<file path="config.mk">
export PLATFORM = sky130hd
export DESIGN_NAME = sync_stat_irq
export DESIGN_NICKNAME = d
export VERILOG_FILES = /design/src/rtl/sync_stat_pkg.sv /design/src/rtl/sync_fall_det.sv /design/src/rtl/sync_stat_irq.sv
export SDC_FILE = /design/constraint.sdc
export NUM_CORES = 1
export LEC_CHECK = 0
export CAP_MARGIN = 30
export CELL_PAD_IN_SITES_DETAIL_PLACEMENT = 1
export CELL_PAD_IN_SITES_GLOBAL_PLACEMENT = 1
export CORE_UTILIZATION = 41
export CTS_CLUSTER_DIAMETER = 30
export DETAILED_ROUTE_END_ITERATION = 8
export PLACE_DENSITY_LB_ADDON = 0.1
export REMOVE_ABC_BUFFERS = 1
export SETUP_SLACK_MARGIN = 0.02
export SYNTH_ARGS = -nofsm -noshare
export SYNTH_HDL_FRONTEND = slang
export SYNTH_SLANG_ARGS = --single-unit
</file>
<file path="constraint.sdc">
create_clock -name CK_i -period 3.6 [get_ports CK_i]
set_input_delay 0.36 -clock CK_i [delete_from_list [all_inputs] [get_ports CK_i]]
set_output_delay 0.36 -clock CK_i [all_outputs]
set_load 0.1 [all_outputs]
</file>
<file path="src/rtl/sync_stat_pkg.sv">
// rtl/sync_stat_pkg.sv - shared widths, flag indices and status word layout for sync_stat_irq
package sync_stat_pkg;

  localparam int C_LINE_W_DFLT = 10;
  localparam int C_HPER_W_DFLT = 12;
  localparam int C_FLD_W_DFLT  = 4;

  localparam int N_FLG    = 3;
  localparam int FLG_VD   = 0;
  localparam int FLG_HD   = 1;
  localparam int FLG_LCMP = 2;

  localparam int STAT_VD_BIT   = 15;
  localparam int STAT_HD_BIT   = 14;
  localparam int STAT_LCMP_BIT = 13;
  localparam int STAT_LINE_LSB = 0;

endpackage

</file>
<file path="src/rtl/sync_fall_det.sv">
// rtl/sync_fall_det.sv - double register of an active-low strobe with a registered falling-edge pulse
module sync_fall_det (
  input  logic ck,
  input  logic rst_n,
  input  logic strobe_n,
  output logic fall
);

  logic q;
  logic qq;

  // Both stages reset high so a strobe that is already low at release is not mistaken for an edge.
  always_ff @(posedge ck or negedge rst_n) begin
    if (!rst_n) begin
      q    <= 1'b1;
      qq   <= 1'b1;
      fall <= 1'b0;
    end else begin
      q    <= strobe_n;
      qq   <= q;
      fall <= qq & ~q;
    end
  end

endmodule

</file>
<file path="src/rtl/sync_stat_irq.sv">
// rtl/sync_stat_irq.sv - XHD/XVD timing measurement with sticky, toggle-acknowledged interrupt flags
module sync_stat_irq
  import sync_stat_pkg::*;
#(
  parameter int C_LINE_W = C_LINE_W_DFLT,
  parameter int C_HPER_W = C_HPER_W_DFLT,
  parameter int C_FLD_W  = C_FLD_W_DFLT
) (
  input  logic                CK_i,
  input  logic                XSYS_R_i,
  input  logic                XHD_i,
  input  logic                XVD_i,
  input  logic [C_LINE_W-1:0] LINE_CMP_i,
  input  logic [2:0]          IRQ_EN_i,
  input  logic [2:0]          ACK_i,
  output logic [15:0]         DB_STAT_o,
  output logic [15:0]         DB_MEAS_o,
  output logic [15:0]         DB_LPF_o,
  output logic                IRQ_o
);

  localparam logic [C_HPER_W-1:0] PCLK_MAX = '1;
  localparam logic [C_LINE_W-1:0] LINE_MAX = '1;

  logic                hd_fall;
  logic                vd_fall;
  logic [C_HPER_W-1:0] pclk_ctr;
  logic [C_HPER_W-1:0] hd_period;
  logic                hd_seen;
  logic [C_LINE_W-1:0] line_ctr;
  logic [C_LINE_W-1:0] line_nxt;
  logic [C_LINE_W-1:0] lpf;
  logic [C_FLD_W-1:0]  field_ctr;
  logic [N_FLG-1:0]    flag;
  logic [N_FLG-1:0]    flag_set;
  logic [N_FLG-1:0]    flag_clr;
  logic [N_FLG-1:0]    ack_s;
  logic                irq;

  sync_fall_det u_hd_det (.ck(CK_i), .rst_n(XSYS_R_i), .strobe_n(XHD_i), .fall(hd_fall));
  sync_fall_det u_vd_det (.ck(CK_i), .rst_n(XSYS_R_i), .strobe_n(XVD_i), .fall(vd_fall));

  always_comb begin
    line_nxt = line_ctr;
    if (vd_fall) begin
      line_nxt = '0;
    end else if (hd_fall && (line_ctr != LINE_MAX)) begin
      line_nxt = line_ctr + 1'b1;
    end
    // Line compare looks at the value the counter is about to take, so line 0 after VD can match.
    flag_set           = '0;
    flag_set[FLG_VD]   = vd_fall;
    flag_set[FLG_HD]   = hd_fall;
    flag_set[FLG_LCMP] = (hd_fall | vd_fall) && (line_nxt == LINE_CMP_i);
    flag_clr           = ACK_i ^ ack_s;
  end

  always_ff @(posedge CK_i or negedge XSYS_R_i) begin
    if (!XSYS_R_i) begin
      pclk_ctr  <= '0;
      hd_period <= '0;
      hd_seen   <= 1'b0;
      line_ctr  <= '0;
      lpf       <= '0;
      field_ctr <= '0;
      flag      <= '0;
      ack_s     <= '0;
      irq       <= 1'b0;
    end else begin
      ack_s    <= ACK_i;
      flag     <= (flag & ~flag_clr) | flag_set;
      irq      <= |(flag & IRQ_EN_i);
      line_ctr <= line_nxt;
      // The first HD fall only starts the period count; the count since reset is meaningless.
      if (hd_fall) begin
        if (hd_seen) begin
          hd_period <= pclk_ctr;
        end
        hd_seen  <= 1'b1;
        pclk_ctr <= C_HPER_W'(1);
      end else if (pclk_ctr != PCLK_MAX) begin
        pclk_ctr <= pclk_ctr + 1'b1;
      end
      if (vd_fall) begin
        lpf       <= line_ctr;
        field_ctr <= field_ctr + 1'b1;
      end
    end
  end

  always_comb begin
    DB_STAT_o                                     = '0;
    DB_STAT_o[STAT_VD_BIT]                        = flag[FLG_VD];
    DB_STAT_o[STAT_HD_BIT]                        = flag[FLG_HD];
    DB_STAT_o[STAT_LCMP_BIT]                      = flag[FLG_LCMP];
    DB_STAT_o[STAT_LINE_LSB +: C_LINE_W]          = line_ctr;
    DB_MEAS_o                                     = 16'({field_ctr, hd_period});
    DB_LPF_o                                      = 16'(lpf);
    IRQ_o                                         = irq;
  end

endmodule

</file>
## Word-level counts from Yosys, hierarchy flattened

Index checks and enable logic that the tools add are counted.

| storage, ports and cells | value |
|---|---|
| register bits | 62 |
| bits of input ports | 20 |
| output and inout port bits | 49 |
| word-level logic and storage cells | 40 |

| cells by class | value |
|---|---|
| $add $sub $neg | 3 |
| eq/ne operators | 3 |
| muxes and demuxes | 4 |
| bitwise operators | 10 |
| reductions and logical operators | 5 |

Operator list:

| cell | count |
|---|---|
| $mux W12 | 2 |
| $mux W10 | 2 |
| $add A12 B1 Y12 const B | 1 |
| $ne A12 B12 Y1 const B | 1 |
| $add A10 B1 Y10 const B | 1 |
| $eq A10 B10 Y1 | 1 |
| $ne A10 B10 Y1 const B | 1 |
| $and A3 B3 Y3 | 2 |
| $add A4 B1 Y4 const B | 1 |
| $not A3 Y3 | 1 |
| $or A3 B3 Y3 | 1 |
| $reduce_or A3 Y1 | 1 |
| $xor A3 B3 Y3 | 1 |
| $and A1 B1 Y1 | 2 |
| $logic_and A1 B1 Y1 | 2 |
| $not A1 Y1 | 2 |
| $reduce_and A2 Y1 | 1 |
| $reduce_bool A2 Y1 | 1 |
| $or A1 B1 Y1 | 1 |

## Longest topological paths before layout

Gate-level depths: netlist of run 1.

| logic depth | value |
|---|---|
| depth in word-level cells | 7 |
| gate-level depth with buffers | 8 |
| mapped depth without buffers | 8 |

## By module

From an unflattened synthesis of run 1, not the netlist that was laid out.

| second synthesis, totals | value |
|---|---|
| cell total of the unflattened synthesis | 260 |
| area, all modules | 2937.8 µm² |

Modules (own cells, without submodules):

| module | times used | cells each | area an instance (µm²) | sequential area each (µm²) |
|---|---|---|---|---|
| sync_stat_irq | 1 | 252 | 2755.1 | 1401.3 |
| sync_fall_det | 2 | 4 | 91.3 | 77.6 |

## Least setup slack after synthesis of run 1

Ideal clock, no wire load.

| timing | value |
|---|---|
| path kind | register to register |
| start | reg line_ctr[1] |
| end | reg flag[2] |
| arrival | 2.708 ns |
| data required time | 3.508 ns |
| slack | 0.800 ns |
| stages on the path, launching flop included | 9 |
| buffers on the path | 0 |
| period minus slack after synthesis | 2.800 ns |
| cells stage by stage | dfrtp_1 -> ha_1 -> nand4_1 -> or4_1 -> nand3_1 -> nor2_1 -> a2111oi_4 -> nand4_1 -> o31ai_2 |

| on the way | value |
|---|---|
| longest elaborated chain between the ends | 7 |
| elaborated cells between the ends (all ways) | 8 |
| those cells by class | add/sub (1); eq/ne (2); mux (2); bitwise (1); reduce/logical (2) |

RTL lines:

| what | RTL line | text |
|---|---|---|
| from (decl) | sync_stat_irq.sv:30 | `logic [C_LINE_W-1:0] line_ctr;` |
| from (signal assigned) | sync_stat_irq.sv:73 | `line_ctr <= line_nxt;` |
| branches (longest 2 deep; another with $add A10 B1 Y10) | n/a |  |
| $mux W10 (*) | sync_stat_irq.sv:47 | `end else if (hd_fall && (line_ctr != LINE_MAX)) begin` |
| $mux W10 (*) | sync_stat_irq.sv:45 | `if (vd_fall) begin` |
| $eq A10 B10 Y1 (*) | sync_stat_irq.sv:54 | `flag_set[FLG_LCMP] = (hd_fall \| vd_fall) && (line_nxt == LINE_CMP_i);` |
| $logic_and A1 B1 Y1 (*) | sync_stat_irq.sv:54 |  |
| $or A3 B3 Y3 (*) | sync_stat_irq.sv:71 | `flag <= (flag & ~flag_clr) \| flag_set;` |
| to (signal assigned) | sync_stat_irq.sv:71 |  |
| to (decl) | sync_stat_irq.sv:34 | `logic [N_FLG-1:0] flag;` |

Mark *: on every way between the ends.
A chain may end at the register's enable or synchronous reset.

## Worst setup path in the final report of run 1

| timing | value |
|---|---|
| start | reg line_ctr[5] |
| end | out DB_STAT_o[5] |

RTL lines:

| what | RTL line | text |
|---|---|---|
| to (decl) | sync_stat_irq.sv:16 | `output logic [15:0] DB_STAT_o,` |

No word-level cell between the ends.

==> flow_summary.toml, run 1 <==
[floorplan]
initial_core_util = 0.4267
rows = 30
dieArea_sq_um = 7411
boundaryPins = 69
core_sq_um = 6794
die_h_microns = 86.09
die_x_microns = 86.09

[clocking]
h-tree-depth = 3
cts_resized = 0
cts-root-buf = "clkbuf_8"
cts.sink_count = 62
postCtsSetupRepairBufs = 0
numCtsBuffers = 9
cts_tree = "built"
clock_path_buffers = 2
insertion_delay_ns = 0.33
ctsHoldBuffers = 1
clk_pin_slew_ns = 0.07

[placed_design]
io_buffers = 59
postPlaceCellArea_sq_um = 3573
post-place-ws_ns = 1.251
dp_cells = 407
place_congestion = 0.8393
hpwl_microns = 4662

[sta]
fin_crit_ns = 2.447
setup_ws_ns = 1.153
rsz0062_at_grt = "false"
skew_ns = 0.004140
setup_viol_count_final = 0
tns_ns = 0
max_freq_ghz = 0.4087
finalHoldViolCount = 0
maxSlewHeadroom = 0.3397
slew_violations = 0
tightestPinTransition_ns = 0.9873
fin_crit_sh = 0.6796

[setup_path]
slowest_stage = "clkdlybuf4s50_1"
required_ns = 3.24
crit_family = "buffers and inverters"
setup.worst_path.class = "reg2out"
crit_arrival_ns = 2.09
path_max_fanout = 10
crit_chain = "clkdlybuf4s50_1"
critPathLaunchType = "register"
end_kind = "output pin"
cpPeakStageDelay_ns = 1.20
critPathBufInv = 1

[cells_and_area]
stdcell_count = 424
final_nets = 346
area_growth_pct = 30.25
multi_input_area_sq_um = 1239
n_fill_cell = 726
post-route-cell-area_sq_um = 3776
drive_gt1_frac = 0.1646
diodes = 0
seqCellArea_sq_um = 1556

[synth]
netlist_instances = 257
synth.top_cell.area_share = 0.5006
synthFlopType = "dfrtp_1"
netlist-cell-type-count = 51
yosysWarnings = 0
synth_common_cells = "dfrtp_1 (58), nor2_1 (25), mux2_2 (23)"
synth_area_leaders = "dfrtp_1 (50%), mux2_2 (8.9%), dfstp_2 (3.6%)"
synth_seq_cells = 62
synth_most_common_cell = "dfrtp_1"
ys_seq_area_frac = 0.5369
avgSynthCellArea_sq_um = 11.28
synthArstFlopShare = 1.000
yosys.area.top_type = "dfrtp_1"
synth_area_sq_um = 2899
synth_edf_count = 0

[detailed_routing]
drc = 0
avgViaCountPerCell = 5.059
drtAntennaViolNets = 0
wl_per_cell_microns = 15.04
drtPass1Iterations = 4
drt_wl_total_microns = 6375
vias = 2145
drt-initial-drc-count = 80

[status]
status = "complete, no violations"

[power]
p_leak_nw = 1.653
power_density_nw_per_um2 = 614.4
ir_worst_vdd_v = 0.0005489

[worst_hold_path]
hp-class = "reg2reg"

[global_routing]
grt_pass1_wl_microns = 10920
grt_usage = 0.1933
antenna_found_initial = 0
grt_max_degree = 27
grt_overflow_total = 0
grt_pass1_vias = 2159

[run]
cap_violations = 0
## through the flow
stage                     total power, mW  utilization  hold WS (ns)
after floorplan                     1.511            -       0.06441
after global placement              1.722       0.5230        0.3569
after detailed placement            1.733       0.5260        0.3378
after CTS                           2.351       0.5558        0.3701
after global routing                2.427       0.5558        0.3725
final                               2.320       0.5558        0.3677
## power by group
part | internal, mW | switching, mW | total, mW
sequential | 0.786 | 0.0859 | 0.872
combinational | 0.213 | 0.632 | 0.845
clock | 0.337 | 0.266 | 0.603
## layout by cell type (no fill, tap or decap), drive strengths merged, types with 2 or more instances in the layout
cell type / count
mux2i: 4
clkinv: 2
mux2: 23
nor2: 25
nand2b: 4
dfrtp: 58
dfstp: 4
buf: 5
inv: 8
or3: 4
and3: 5
ha: 3
nand4: 7
clkdlybuf4s50: 58
nor2b: 2
xor2: 7
a31oi: 2
nand3: 6
o21bai: 2
o21ai: 5
nor4: 2
conb: 9
nand2: 21
a211oi: 3
a21oi: 7
clkbuf: 12
nor3: 8
xnor2: 10
a21o: 2
## layer usage
metal | vias up | wire (microns) | global-route usage
met4 | 0 | 57 | 0.05303
met1 | 1073 | 3060 | 0.2623
met5 | - | 0 | 0
met2 | 49 | 2931 | 0.2944
li1 | 1016 | - | -
met3 | 7 | 326 | 0.06737
## state kept, by name (all words and copies together) (netlist names)
signal,count
u_hd_det.q,1
ack_s,3
IRQ_o,1
hd_seen,1
u_hd_det.fall,1
u_hd_det.qq,1
u_vd_det.q,1
pclk_ctr,12
hd_period,12
flag,3
u_vd_det.qq,1
line_ctr,10
field_ctr,4
u_vd_det.fall,1
lpf,10
## final timing paths
| path | slack, ns | from | cells after the start | to |
|---|---|---|---|---|
| setup / recovery | 1.15 | line_ctr[5]$_DFF_PN0_ | 1 | DB_STAT_o[5] |
| hold / removal | 0.37 | u_vd_det.q$_DFF_PN1_ | 0 | u_vd_det.qq$_DFF_PN1_ |
| setup reg to reg | 1.23 | line_ctr[0]$_DFF_PN0_ | 8 | flag[2]$_DFF_PN0_ |
| hold reg to reg | 0.37 | u_vd_det.q$_DFF_PN1_ | 0 | u_vd_det.qq$_DFF_PN1_ |
| max in group asynchronous | 2.46 | XSYS_R_i | 3 | pclk_ctr[3]$_DFFE_PN0P_ |
| min in group asynchronous | 0.51 | XSYS_R_i | 2 | hd_period[6]$_DFFE_PN0P_ |
## cell type report
class | count | area share
multi-input combinational | 178 | 0.3280
clock buffer | 12 | 0.03844
inverter | 8 | 0.007952
clock inverter | 4 | 0.01259
timing repair buffer | 64 | 0.1690
sequential | 62 | 0.4122
tap | 96 | 0.03181
## logic make-up after synthesis
| family | after synthesis | synth area share |
|---|---|---|
| AOI/OAI and AO/OA | 35 | 0.09193 |
| xor gates and xnor gates | 17 | 0.05136 |
| adders and majority gates | 3 | 0.01295 |
| buffers and inverters | 25 | 0.04618 |
| DFF | 62 | 0.5369 |
| muxes | 27 | 0.1044 |
| other | 1 | 0.001294 |
| and+or+nand+nor | 87 | 0.1549 |
Note: power is estimated with default switching activity, not from simulation.
==> run 2, diff against run 1 <==
CORE_UTILIZATION = 39   (was 41)
clock period = 2.4 ns   (was 3.6 ns; I/O delays follow)
==> run 2 against run 1 <==
  * First-iteration DRC count decreased by 28%
  * Global-route usage is 0.64 points lower
  * Critical path depth grew 6
  * Non-clock buffer count is 3 higher
  * Sequential share of layout area rose by 0.88 points
  * Largest power group unchanged
==> flow_summary.toml, run 2 (same netlist as run 1, synthesis figures left out) <==
[status]
status = "complete, no violations"

[clocking]
numCtsBuffers = 9
clock_path_buffers = 2
cts_tree = "built"
clk_pin_slew_ns = 0.07
cts.sink_count = 62
h-tree-depth = 3
postCtsSetupRepairBufs = 0
cts-root-buf = "clkbuf_8"
insertion_delay_ns = 0.34

[power]
p_clk_frac = 0.266
intPower_mw = 1.985
pwr-share-comb = 0.363
switching_share = 0.4319
p_leak_nw = 1.733
netSwitchingPower_mw = 1.509
fin_total_pwr_mw = 3.493
p_seq_frac = 0.370
ir_worst_vdd_v = 0.0009109
power_density_nw_per_um2 = 944.8

[setup_path]
crit_chain = "nand4_1 > or4_1 > nand3_1 > nor2_1 > a2111oi_4 > nand4_1 > o31ai_2"
crit_top_cell = "nand4_1"
crit_arrival_ns = 2.42
setup.worst_path.class = "reg2reg"
path_depth = 7
required_ns = 2.65
slowest_stage = "dfrtp_1"
critPathLaunchType = "register"
crit_family = "simple AND/OR/NAND/NOR gates"
end_kind = "register"
critPathBufInv = 0
reg2regPathDepth = 7
path_max_fanout = 10
cpPeakStageDelay_ns = 0.57

[global_routing]
antenna_found_initial = 0
grt_pass1_wl_microns = 10810
grt_overflow_total = 0
grt_pass1_vias = 2217
grt_max_degree = 33
grt_usage = 0.1869

[cells_and_area]
final_cell_mix = "dfrtp_1 (58), buf_4 (47), nor2_1 (25), mux2_2 (23), nand2_1 (21)"
multi_input_area_sq_um = 1239
post-route-cell-area_sq_um = 3697
final_common_cell = "dfrtp_1"
area_growth_pct = 27.54
diodes = 0
final_nets = 349
drive_gt1_frac = 0.2961
final_core_util = 0.5125
seqCellArea_sq_um = 1556
n_fill_cell = 817
stdcell_count = 430
reg_top3 = "hd_period (12), pclk_ctr (12)"

[sta]
tns_ns = 0
slew_violations = 0
setup_ws_ns = 0.2282
whs_ns = 0.3072
finalHoldViolCount = 0
fin_crit_sh = 0.9049
rsz0062_at_grt = "false"
skew_ns = 0.009768
fin_crit_ns = 2.172
max_freq_ghz = 0.4604
tightestPinTransition_ns = 0.5277
setup_viol_count_final = 0
maxSlewHeadroom = 0.6473

[run]
cap_violations = 0

[floorplan]
rows = 31
core_sq_um = 7214
boundaryPins = 69
die_x_microns = 88.22
die_h_microns = 88.22
initial_core_util = 0.4018
dieArea_sq_um = 7782

[detailed_routing]
avgViaCountPerCell = 5.026
drt_wl_total_microns = 6596
drtPass1Iterations = 4
drc = 0
vias = 2161
wl_per_cell_microns = 15.34
drtAntennaViolNets = 0
drt-initial-drc-count = 58

[worst_hold_path]
hold_path_depth = 1
hp-class = "in2reg"

[placed_design]
place_congestion = 0.8218
postPlaceCellArea_sq_um = 3487
hpwl_microns = 4893
dp_cells = 413
post-place-ws_ns = 0.2587
io_buffers = 59
## run 2: cell types whose count changed in the layout (fill, tap and decap cells not counted)
cell             before  now
buf_4                 3   47
clkdlybuf4s50_1      58   18
buf_12                1    0
clkbuf_1              2    1
clkinv_2              2    1
clkinv_4              0    1
clkinvlp_4            1    2
## run 2: area by class of cell
type | count | area share
clock buffer | 11 | 0.03824
clock inverter | 5 | 0.01591
timing repair buffer | 67 | 0.1482
sequential | 62 | 0.4210
multi-input combinational | 178 | 0.3350
inverter | 8 | 0.008122
tap | 99 | 0.03350
## run 2: repair_timing
item / 4_1_cts / 5_1_grt
hold endpoints to repair: 12 / 0
hold buffers: 1 / 0
setup endpoints to repair: 0 / 0
gates resized for setup: 0 / 0
## run 2: worst register-to-register path: cells and delay by family, from the launching register on
| family | cells | cell delay [ns] |
|---|---|---|
| DFF | 1 | 0.57 |
| AOI/OAI and AO/OA | 2 | 0.44 |
| and+or+nand+nor | 5 | 1.08 |
## run 2: per-layer routing
layer | share of wire | vias to the layer above | global-route usage | routed length, microns
met2 | 0.46 | 53 | 0.2958 | 3031
met4 | 0.013 | 0 | 0.07478 | 88
met3 | 0.039 | 7 | 0.04104 | 256
met5 | 0 | - | 0 | 0
li1 | - | 1028 | - | -
met1 | 0.49 | 1073 | 0.2501 | 3220
## run 2: path summary, 6_finish.rpt
check | slack [ns] | from | endpoint
min in group asynchronous | 0.33 | XSYS_R_i | line_ctr[1]$_DFF_PN0_
hold / removal | 0.31 | XHD_i | u_hd_det.q$_DFF_PN1_
setup reg to reg | 0.23 | u_hd_det.fall$_DFF_PN0_ | flag[2]$_DFF_PN0_
max in group asynchronous | 1.34 | XSYS_R_i | line_ctr[9]$_DFF_PN0_
setup / recovery | 0.23 | u_hd_det.fall$_DFF_PN0_ | flag[2]$_DFF_PN0_
hold reg to reg | 0.37 | u_vd_det.q$_DFF_PN1_ | u_vd_det.qq$_DFF_PN1_
## run 2: power groups by stage
stage	sequential, mW	combinational [mW]	clock (mW)
after floorplan	2.00	0.266	0
after global placement	1.31	1.26	0
after detailed placement	1.31	1.28	0
after CTS	1.30	1.28	0.963
after global routing	1.32	1.33	1.00
final	1.29	1.27	0.930
==> run 3, diff against run 2 <==
CTS_BUF_LIST = sky130_fd_sc_hd__clkbuf_8 sky130_fd_sc_hd__clkbuf_16   (was unset)
GPL_ROUTABILITY_DRIVEN = 0   (was unset)
==> run 3 against run 2 <==
  * Fmax up 0.60%
  * Clock power up 13%
  * Power up 3.7%
  * Largest power group unchanged
==> flow_summary.toml, run 3 (same netlist as run 1, synthesis figures left out) <==
[setup_path]
setup.worst_path.class = "reg2reg"
end_kind = "register"
r2r-start = "line_ctr[0]$_DFF_PN0_"
required_ns = 2.64
path_max_fanout = 5
r2r_setup_slack_ns = 0.24
crit_arrival_ns = 2.40
cp-startpoint = "line_ctr[0]$_DFF_PN0_"
reg2regPathDepth = 8
critPathLaunchType = "register"
timing.rr.end = "flag[2]$_DFF_PN0_"

[sta]
rsz0062_at_grt = "false"
skew_ns = 0.008650
finalHoldViolCount = 0
fin_crit_sh = 0.8996
setup_viol_count_final = 0
maxSlewHeadroom = 0.4885
setup_ws_ns = 0.2410
tns_ns = 0
tightestPinTransition_ns = 0.7673
fin_crit_ns = 2.159
slew_violations = 0
max_freq_ghz = 0.4632

[power]
ir_worst_vdd_v = 0.001189
power_density_nw_per_um2 = 966.9
netSwitchingPower_mw = 1.501
switching_share = 0.4145
p_seq_frac = 0.358
intPower_mw = 2.121
p_clk_frac = 0.291
p_leak_nw = 1.756
pwr-share-comb = 0.351

[status]
status = "complete, no violations"

[cells_and_area]
reg_top3 = "hd_period (12), pclk_ctr (12)"
post-route-cell-area_sq_um = 3746
final_common_cell = "dfrtp_1"
final_cell_mix = "dfrtp_1 (57), buf_4 (46), nor2_1 (25), mux2_2 (23), nand2_1 (21)"
area_growth_pct = 29.22
final_core_util = 0.5193
diodes = 0
final_nets = 349
drive_gt1_frac = 0.3051

[clocking]
insertion_delay_ns = 0.33
cts-root-buf = "clkbuf_8"
h-tree-depth = 3
numCtsBuffers = 9
postCtsSetupRepairBufs = 0
clock_path_buffers = 2
clk_pin_slew_ns = 0.07
cts.sink_count = 62
cts_tree = "built"

[global_routing]
grt_pass1_wl_microns = 10870
grt_usage = 0.1863
grt_pass1_vias = 2198
grt_overflow_total = 0
grt_max_degree = 33
antenna_found_initial = 0

[placed_design]
post-place-ws_ns = 0.2136
postPlaceCellArea_sq_um = 3500
hpwl_microns = 4693
io_buffers = 59

[detailed_routing]
wl_per_cell_microns = 15.27
drt_wl_total_microns = 6567
dr_wl_met2_microns = 3077
top_layer = "met4"
dr_wl_met3_microns = 305
drtPass1Iterations = 4
avgViaCountPerCell = 4.972
drt-initial-drc-count = 73
drtAntennaViolNets = 0
wl_met1_microns = 3118
vias = 2138
drc = 0

[worst_hold_path]
hold_end = "u_hd_det.q$_DFF_PN1_"
hp-start = "XHD_i"
hold_path_depth = 1
hp-class = "in2reg"

[run]
cap_violations = 0

[floorplan]
die_h_microns = 88.22
boundaryPins = 69
rows = 31
initial_core_util = 0.4018
dieArea_sq_um = 7782
core_sq_um = 7214
die_x_microns = 88.22
## run 3: power by group through the flow
stage | registers [mW] | clock network [mW] | logic, mW
2_1_floorplan | 2.00 | 0 | 0.266
3_3_place_gp | 1.31 | 0 | 1.26
3_5_place_dp | 1.32 | 0 | 1.27
4_1_cts | 1.30 | 1.10 | 1.28
5_1_grt | 1.32 | 1.13 | 1.33
6_report | 1.30 | 1.05 | 1.27
## run 3: routing by layer
layer  vias to the layer above  GRT usage
li1                       1028          -
met1                      1055     0.2485
met2                        51     0.2993
met3                         4    0.05037
met4                         0    0.05279
met5                         -          0
## run 3: critical path, cell delays in order (launching register included)
cell,delay (ns)
dfrtp_1,0.36
ha_2,0.22
nand4_1,0.14
or4_1,0.49
nand3_1,0.15
nor2_1,0.10
a2111oi_4,0.27
nand4_1,0.15
o31ai_2,0.19
## run 3: stage by stage
stage               hold WS, ns  cells  power, mW
finish                   0.3205    430      3.622
global route             0.3101    430      3.777
CTS                      0.2946    430      3.677
detailed placement       0.3520    413      2.590
global placement         0.3506    413      2.569
floorplan              -0.05559    248      2.267
## run 3: how the worst max path moves through the flow
stage                              endpoint  slack (ns)  cells past startpoint
after floorplan           flag[2]$_DFF_PN0_       -0.45                      8
after global placement    flag[2]$_DFF_PN0_        0.30                      8
after detailed placement  flag[2]$_DFF_PN0_        0.21                      8
after CTS                 flag[2]$_DFF_PN0_        0.20                      8
after global routing      flag[2]$_DFF_PN0_        0.02                      8
final                     flag[2]$_DFF_PN0_        0.24                      8
## run 3: layout make-up
cell class | count | area, sq um
fillers | 810 | 3468
clock buffers | 11 | 151.4
flip-flops and latches | 62 | 1558
well taps | 99 | 123.9
repair buffers | 67 | 560.5
clock inverters | 5 | 81.33
inverters | 8 | 30.03
multi-input cells | 178 | 1241
## run 3: timing repair
action	4_1_cts	5_1_grt
hold endpoints to repair	27	0
hold buffers	1	0
resized for setup	0	4
setup endpoints to repair	0	1
